### config.mk
export PLATFORM = sky130hd
export DESIGN_NAME = arbitro_escrita_regs
export DESIGN_NICKNAME = d
export VERILOG_FILES = /design/src/rtl/pacote_regs.sv /design/src/rtl/slot_escrita.sv /design/src/rtl/arbitro_escrita_regs.sv
export SDC_FILE = /design/constraint.sdc
export NUM_CORES = 1
export LEC_CHECK = 0
export BUFFER_PORTS_ARGS = -buffer_cell sky130_fd_sc_hd__clkbuf_2
export CORE_MARGIN = 5
export CORE_UTILIZATION = 53
export CTS_CLUSTER_SIZE = 28
export DETAILED_ROUTE_END_ITERATION = 10
export PLACE_DENSITY = 0.79
export SLEW_MARGIN = 20
export SYNTH_ARGS = -nofsm -noshare
export SYNTH_HDL_FRONTEND = slang
export SYNTH_SLANG_ARGS = --single-unit
### constraint.sdc
create_clock -name clock -period 2.2 [get_ports clock]
set_input_delay 0 -clock clock [delete_from_list [all_inputs] [get_ports clock]]
set_output_delay 0 -clock clock [all_outputs]
set_load 0.03 [all_outputs]
### src/rtl/pacote_regs.sv
// Shared widths, register-file constants and source encodings for the writeback port arbiter.
package pacote_regs;

  localparam int unsigned LARGURA_DADO = 32;
  localparam int unsigned LARGURA_END  = 5;
  localparam int unsigned NUM_REGS     = 2 ** LARGURA_END;
  localparam logic [LARGURA_END-1:0] REG_ZERO = 5'd0;

  typedef enum logic {
    FONTE_ALU = 1'b0,
    FONTE_MEM = 1'b1
  } fonte_e;

endpackage

### src/rtl/slot_escrita.sv
// One-entry holding register for a pending register write, with valid/ready handshake.
module slot_escrita #(
  parameter int unsigned LARGURA_DADO = pacote_regs::LARGURA_DADO,
  parameter int unsigned LARGURA_END  = pacote_regs::LARGURA_END
) (
  input  logic                    clock,
  input  logic                    reset_n,
  input  logic                    oferta,
  input  logic [LARGURA_END-1:0]  endereco_in,
  input  logic [LARGURA_DADO-1:0] dado_in,
  input  logic                    concede,
  output logic                    pronto,
  output logic                    ocupado,
  output logic [LARGURA_END-1:0]  endereco,
  output logic [LARGURA_DADO-1:0] dado
);
  import pacote_regs::*;

  logic                    ocupado_q, ocupado_d;
  logic [LARGURA_END-1:0]  endereco_q, endereco_d;
  logic [LARGURA_DADO-1:0] dado_q, dado_d;
  logic                    carrega;

  // Writes to x0 complete the handshake but never occupy the slot.
  always_comb begin
    pronto     = ~ocupado_q | concede;
    carrega    = oferta & pronto & (endereco_in != LARGURA_END'(REG_ZERO));
    ocupado_d  = ocupado_q;
    endereco_d = endereco_q;
    dado_d     = dado_q;
    if (carrega) begin
      ocupado_d  = 1'b1;
      endereco_d = endereco_in;
      dado_d     = dado_in;
    end else if (concede) begin
      ocupado_d  = 1'b0;
    end
  end

  always_ff @(posedge clock or negedge reset_n) begin
    if (!reset_n) begin
      ocupado_q  <= 1'b0;
      endereco_q <= '0;
      dado_q     <= '0;
    end else begin
      ocupado_q  <= ocupado_d;
      endereco_q <= endereco_d;
      dado_q     <= dado_d;
    end
  end

  assign ocupado  = ocupado_q;
  assign endereco = endereco_q;
  assign dado     = dado_q;

endmodule

### src/rtl/arbitro_escrita_regs.sv
// Round-robin arbiter sharing the register-file write port between ALU and load writeback,
// with a pending-write mask for hazard detection.
module arbitro_escrita_regs #(
  parameter int unsigned LARGURA_DADO = pacote_regs::LARGURA_DADO,
  parameter int unsigned LARGURA_END  = pacote_regs::LARGURA_END
) (
  input  logic                         clock,
  input  logic                         reset_n,
  input  logic                         req0_valido,
  output logic                         req0_pronto,
  input  logic [LARGURA_END-1:0]       req0_endereco,
  input  logic [LARGURA_DADO-1:0]      req0_dado,
  input  logic                         req1_valido,
  output logic                         req1_pronto,
  input  logic [LARGURA_END-1:0]       req1_endereco,
  input  logic [LARGURA_DADO-1:0]      req1_dado,
  output logic                         reg_escrita,
  output logic [LARGURA_END-1:0]       endereco_regd,
  output logic [LARGURA_DADO-1:0]      dado_escrita,
  output logic [(2**LARGURA_END)-1:0]  pendente
);
  import pacote_regs::*;

  logic                    ocupado0, ocupado1;
  logic [LARGURA_END-1:0]  endereco0, endereco1;
  logic [LARGURA_DADO-1:0] dado0, dado1;
  logic                    concede0, concede1;

  fonte_e                  ultimo_q, ultimo_d;
  logic                    reg_escrita_q, reg_escrita_d;
  logic [LARGURA_END-1:0]  endereco_q, endereco_d;
  logic [LARGURA_DADO-1:0] dado_q, dado_d;

  slot_escrita #(
    .LARGURA_DADO (LARGURA_DADO),
    .LARGURA_END  (LARGURA_END)
  ) u_slot0 (
    .clock       (clock),
    .reset_n     (reset_n),
    .oferta      (req0_valido),
    .endereco_in (req0_endereco),
    .dado_in     (req0_dado),
    .concede     (concede0),
    .pronto      (req0_pronto),
    .ocupado     (ocupado0),
    .endereco    (endereco0),
    .dado        (dado0)
  );

  slot_escrita #(
    .LARGURA_DADO (LARGURA_DADO),
    .LARGURA_END  (LARGURA_END)
  ) u_slot1 (
    .clock       (clock),
    .reset_n     (reset_n),
    .oferta      (req1_valido),
    .endereco_in (req1_endereco),
    .dado_in     (req1_dado),
    .concede     (concede1),
    .pronto      (req1_pronto),
    .ocupado     (ocupado1),
    .endereco    (endereco1),
    .dado        (dado1)
  );

  // On a tie the source that did not win last time is granted.
  always_comb begin
    concede0      = ocupado0 & (~ocupado1 | (ultimo_q == FONTE_MEM));
    concede1      = ocupado1 & (~ocupado0 | (ultimo_q == FONTE_ALU));
    ultimo_d      = ultimo_q;
    reg_escrita_d = 1'b0;
    endereco_d    = endereco_q;
    dado_d        = dado_q;
    if (concede0) begin
      ultimo_d      = FONTE_ALU;
      reg_escrita_d = 1'b1;
      endereco_d    = endereco0;
      dado_d        = dado0;
    end else if (concede1) begin
      ultimo_d      = FONTE_MEM;
      reg_escrita_d = 1'b1;
      endereco_d    = endereco1;
      dado_d        = dado1;
    end
  end

  always_ff @(posedge clock or negedge reset_n) begin
    if (!reset_n) begin
      ultimo_q      <= FONTE_MEM;
      reg_escrita_q <= 1'b0;
      endereco_q    <= '0;
      dado_q        <= '0;
    end else begin
      ultimo_q      <= ultimo_d;
      reg_escrita_q <= reg_escrita_d;
      endereco_q    <= endereco_d;
      dado_q        <= dado_d;
    end
  end

  always_comb begin
    pendente = '0;
    if (ocupado0)      pendente[endereco0]  = 1'b1;
    if (ocupado1)      pendente[endereco1]  = 1'b1;
    if (reg_escrita_q) pendente[endereco_q] = 1'b1;
    pendente[0] = 1'b0;
  end

  assign reg_escrita   = reg_escrita_q;
  assign endereco_regd = endereco_q;
  assign dado_escrita  = dado_q;

endmodule
-- Yosys cells after proc, flatten, opt, wreduce, memory -nomap -nowiden
Cells that the tools add are included.
W data, S select, Z words.
- flip-flop bits (word level): 115
- input bits: 78
- output and inout bits: 72
- logic and storage cells: 60
- $lt $le $gt $ge: 6
- multiplexer cells: 21
- bitwise operators: 15
- reductions and logical operators: 8
- operators by type and width (kind ; count):
    $mux W32 ; 5
    $or A32 B32 Y32 ; 2
    $lt A5 B6 Y1 const B ; 3
    $demux W1 S5 ; 3
    $ge A5 B1 Y1 const B ; 3
    $mux W1 ; 11
    $mux W5 ; 2
    $reduce_bool A5 Y1 ; 2
    $and A1 B1 Y1 ; 6
    $reduce_bool A2 Y1 ; 3
    $or A1 B1 Y1 ; 4
    $logic_and A1 B1 Y1 ; 3
    $not A1 Y1 ; 3

-- Depth between registers and ports, before layout
- depth after elaboration: 9
- gate-level depth with buffers: 5
- depth with buffers taken out: 3

-- Modules after synthesis
Synthesis repeated with hierarchy kept, for this count alone.
- cells, all modules: 518
- area total of the unflattened synthesis: 5831.8 um^2
- by module, submodules not included (module ; times used ; cells each ; area an instance (um^2) ; seq. area each (um^2)):
    arbitro_escrita_regs ; 1 ; 350 ; 2929.1 ; 977.2
    slot_escrita ; 2 ; 84 ; 1451.4 ; 950.9

-- Least setup slack after synthesis
Ideal clock, no wire load.
- path type: reg2reg
- from: reg ultimo_q
- to: reg u_slot1.dado_q[10] (netlist: u_slot1.dado[10])
- setup time: 125 ps
- arrival time: 1724 ps
- required time: 2075 ps
- path slack: 350 ps
- stages on the path, launching flop included: 5
- buffers on the path: 1
- period minus slack after synthesis: 1850 ps
- path through: dfstp_2 > nand3_1 > o211ai_4 > buf_8 > mux2_4
- word-level cells in the longest chain between the ends: 6
- RTL lines (item ; RTL line ; source):
    start: declaration ; arbitro_escrita_regs.sv:29 ; fonte_e ultimo_q, ultimo_d;
    start signal: assignment ; arbitro_escrita_regs.sv:94 ; ultimo_q <= ultimo_d;
    $not A1 Y1 ; arbitro_escrita_regs.sv:69 ; concede1 = ocupado1 & (~ocupado0 | (ultimo_q == FONTE_ALU));
    $or A1 B1 Y1 ; arbitro_escrita_regs.sv:69 ;
    $and A1 B1 Y1 ; arbitro_escrita_regs.sv:69 ;
    $or A1 B1 Y1 ; slot_escrita.sv:26 ; pronto = ~ocupado_q | concede;
    named net req1_pronto ; arbitro_escrita_regs.sv:14 ; output logic req1_pronto,
    $and A1 B1 Y1 (2 in series) ; slot_escrita.sv:27 ; carrega = oferta & pronto & (endereco_in != LARGURA_END'(REG_ZERO));
    end signal: assignment ; slot_escrita.sv:48 ; dado_q <= dado_d;
    end: declaration ; slot_escrita.sv:21 ; logic [LARGURA_DADO-1:0] dado_q, dado_d;
The timed path passes the listed nets, and every way through them passes these cells.
A chain may end at the register's enable or synchronous reset.

-- Worst setup path after layout
- from: reg u_slot1.ocupado_q (netlist: u_slot1.ocupado)
- to: out pendente[3]
- word-level cells in the longest chain between the ends: 3
- RTL lines (item ; RTL line ; source):
    start: declaration ; slot_escrita.sv:19 ; logic ocupado_q, ocupado_d;
    start signal: assignment ; slot_escrita.sv:46 ; ocupado_q <= ocupado_d;
    $mux W32 (*) ; arbitro_escrita_regs.sv:104 ; if (ocupado1) pendente[endereco1] = 1'b1;
    $or A32 B32 Y32 (no source line) ; -- ;
    $mux W32 (*) ; arbitro_escrita_regs.sv:105 ; if (reg_escrita_q) pendente[endereco_q] = 1'b1;
    end: declaration ; arbitro_escrita_regs.sv:20 ; output logic [(2**LARGURA_END)-1:0] pendente
Mark *: on every way between the ends. The rest lies on a longest branch, timed or not.

==> key figures <==
GRT
  – Total routing usage reported by global routing: 0.265
  – Overflow left after global routing: 0
  – Largest net degree at the start of global routing: 80
  – Initial antenna violation count: 0
  – Wire length of the first global-routing pass: ~27,000 um
  – Number of global-route vias before repair: roughly 5,000

Setup path
  – Endpoint type of the worst setup path: output port
  – Family with the most delay on the worst path: flip-flops
  – Category of the most critical setup path: reg -> out
  – Worst r2r path cells: 4
  – CP Buf/Inv Count: 2
  – Critical Path Source: u_slot1.ocupado
  – RR Endpoint: u_slot1.endereco[2]
  – Arrival time of data at the critical path endpoint: roughly 2100 ps
  – Category of the worst setup path launch point: register
  – Maximum fanout along the worst path: 11
  – Number of gates on the worst path with buffers counted: 4
  – Crit path capture: pendente[3]
  – Worst path required time: 2200 ps
  – Launch instance of the worst register-to-register path: u_slot0.ocupado
  – Crit-path max cell delay: between 500 and 600 ps
  – Library cell contributing the largest single delay on the critical path: dfrtp_1
  – Register-to-Register Setup Slack: about 140 ps
  – Cells along the critical path: and3_1 -> a222oi_1 -> inv_1 -> clkbuf_2

Placement
  – Port-buffer cells: roughly 150
  – Placed cell areas: between 6000 and 7000 um^2
  – Detailed Place HPWL: just under 10,000 um
  – Final weighted congestion in routability-driven placement: ~0.84
  – Total placed cells including tap cells: between 700 and 800

Die
  – Total Die Area: between 10,000 and 15,000 um^2
  – # IOs: 150
  – Overall die height: ~110 um
  – Placement row count: 37
  – Chip width: ~110 um
  – Starting density of the core: 0.544
  – Area of the placeable core: 10,300 um^2

Final layout
  – Non-Filler Instances: around 820
  – Design Area, Final: 7970 um^2
  – Share of final-layout standard cells stronger than drive strength 1: 0.405
  – Antenna Diode Count: 0
  – Post-layout net count: approximately 750
  – Multi-input combinational cell area: 2540 um^2
  – Area Growth Syn to Fin: 41.9%
  – Reg area: approximately 2900 um^2
  – Fill count: about 650

STA
  – Timing-limited maximum frequency: roughly 470 MHz
  – Hold violation total from the final report: 0
  – Headroom to the max-slew limit: 0.346
  – Final count of pins violating max slew: 0
  – Pin slew with the least headroom to its limit: 978 ps
  – Total Neg Setup Slack: 0 ps
  – Unrepaired setup endpoints after global routing: no
  – Final Cycle Share: 0.971
  – Final Setup Violations: 0
  – Hold Slack: 6.13 ps
  – Final critical delay including setup and external delays: between 2000 and 2500 ps
  – Clock Skew: 15.7 ps

Power and ir drop
  – Power density over cell area: 1300 nW/um^2
  – Cell leakage power: ~0.004 uW
  – Worst VDD drop: approximately 850 uV
  – Total chip power: about 10,000 uW

Routing
  – Remaining number of nets flagged by the antenna check after routing: 0
  – Avg WL per Cell: 20.6 um
  – Total DRC errors in the routed layout: 0
  – 1st-iter DRT viols: 471
  – Iteration count of the initial detailed-routing pass: 7
  – DRT Wirelength: approximately 17,000 um
  – Vias per cell: 5.85
  – Via count of the routed design: roughly 4,800

Clocking
  – Total CTS buffers: 17
  – Insertion delay to the later sink of the worst-skew pair: roughly 500 ps
  – CTS tree: built
  – CTS Root Cell: clkbuf_8
  – Clock transition at the registers of the reported paths: around 60 ps
  – Sinks on the clock net: ~120
  – CTS H-tree depth: 4
  – Maximum count of clock buffers along a single path: 2

Synth
  – Post-synthesis cell type with the largest combined area: dfrtp_1
  – Area fraction of the dominant cell type after synthesis: 0.508
  – Post-synthesis sequential element count: approximately 120
  – Cells after Synth: approximately 440
  – Syn Std Cell Area: 5620 um^2
  – Dominant cells by area after synthesis: dfrtp_1 (51%), mux2_4 (16%), a221o_1 (6.4%)
  – Avg Synthesized Cell Area: 12.7 um^2
  – Net Count, Synth: 520
  – Sequential area share after synthesis: 0.513
  – Yosys synthesis warning count: 0
  – Distinct cell type count after synthesis: 32

Flow run
  – Max cap viols: 0

Status
  – Result of the run: finished clean

Hold path
  – Type of the worst min-delay path: in -> async
==> worst min path at each step <==
stage,startpoint,end,cells after the start
after floorplan,reset_n,dado_escrita[0],0
after global placement,reset_n,dado_escrita[22],1
after detailed placement,reset_n,dado_escrita[25],1
after CTS,reset_n,dado_escrita[25],2
after global routing,reset_n,dado_escrita[22],2
final,reset_n,dado_escrita[22],2
==> placed cells by master (no fill, tap or decap), types with 5 or more instances in the layout <==
cell type / instances
nor3b_1: 12
clkbuf_16: 16
inv_1: 6
dlygate4sd3_1: 80
mux2_4: 58
a221o_1: 36
nand2_1: 58
a22oi_1: 27
inv_6: 5
and2_1: 35
and3_1: 6
and3b_1: 14
buf_4: 13
dfrtp_1: 114
clkbuf_2: 147
buf_12: 5
mux2_2: 14
==> worst reg2reg max path, stage by stage (launching register included) <==
cell	delay, ps
dfrtp_1	580
nand3_1	320
o211ai_4	320
a32o_1	200
dlygate4sd3_1	570
==> per-stage QoR <==
step           setup WS (ps)  utilization
2_1_floorplan            350            -
5_1_grt                 3.35        0.772
3_3_place_gp             261        0.629
6_report                63.2        0.772
4_1_cts                 24.7        0.767
3_5_place_dp             197        0.629
==> state kept, by name (all words and copies together) (netlist names) <==
register	flops
dado_escrita	32
endereco_regd	5
reg_escrita	1
u_slot0.dado	32
u_slot0.endereco	5
u_slot0.ocupado	1
u_slot1.dado	32
u_slot1.endereco	5
u_slot1.ocupado	1
ultimo_q	1
==> synthesized netlist by cell type <==
library cell	n
dfrtp_1	114
mux2_4	58
nand2_1	58
a221o_1	36
and2_1	35
a22oi_1	27
clkbuf_1	23
and3b_1	15
mux2_2	14
nor3b_1	12
and3_1	6
buf_8	6
inv_1	6
a222oi_1	4
nor2_1	3
nor3_1	3
a32o_1	2
buf_2	2
mux2i_1	2
o211ai_4	2
o21ai_0	2
or4_4	2
a21boi_1	1
a21o_1	1
buf_4	1
clkbuf_2	1
conb_1	1
dfstp_2	1
nand3_1	1
nand3b_1	1
nor2b_1	1
o221ai_1	1
==> per-layer routing <==
layer | track usage | up-vias | share of wire
li1 | - | 2097 | -
met1 | 0.334 | 2391 | 0.39
met2 | 0.449 | 282 | 0.50
met3 | 0.0556 | 36 | 0.078
met4 | 0.0986 | 0 | 0.026
met5 | 0 | - | 0
==> power by group <==
part	switching (uW)	total, uW	internal, uW	leakage, uW
Combinational	2330	3980	1650	0.00234
Sequential	682	3530	2850	0.00135
Clock	1030	2870	1840	0.000303
==> cell families after synthesis <==
group	count (synthesis)	synth area share
compound gates	76	0.125
buf+inv	39	0.0394
flops	115	0.513
mux	74	0.187
other cells	1	0.000668
simple gates	137	0.136
==> layout make-up <==
| cell class | instances | area share |
|---|---|---|
| Clock buffer | 20 | 0.0572 |
| Clock inverter | 12 | 0.0210 |
| Inverter | 6 | 0.00283 |
| Multi-Input combinational cell | 288 | 0.319 |
| Sequential cell | 115 | 0.361 |
| Tap cell | 136 | 0.0214 |
| Timing Repair Buffer | 245 | 0.218 |
==> what timing repair did <==
| action | in CTS | in global routing |
|---|---|---|
| setup buffers | 0 | 5 |
| hold buffers | 80 | 0 |
| gates resized for setup | 0 | 1 |
| endpoints found under the setup margin | 0 | 3 |
| hold endpoints to repair | 190 | 0 |
(Power assumes the default switching activity.)
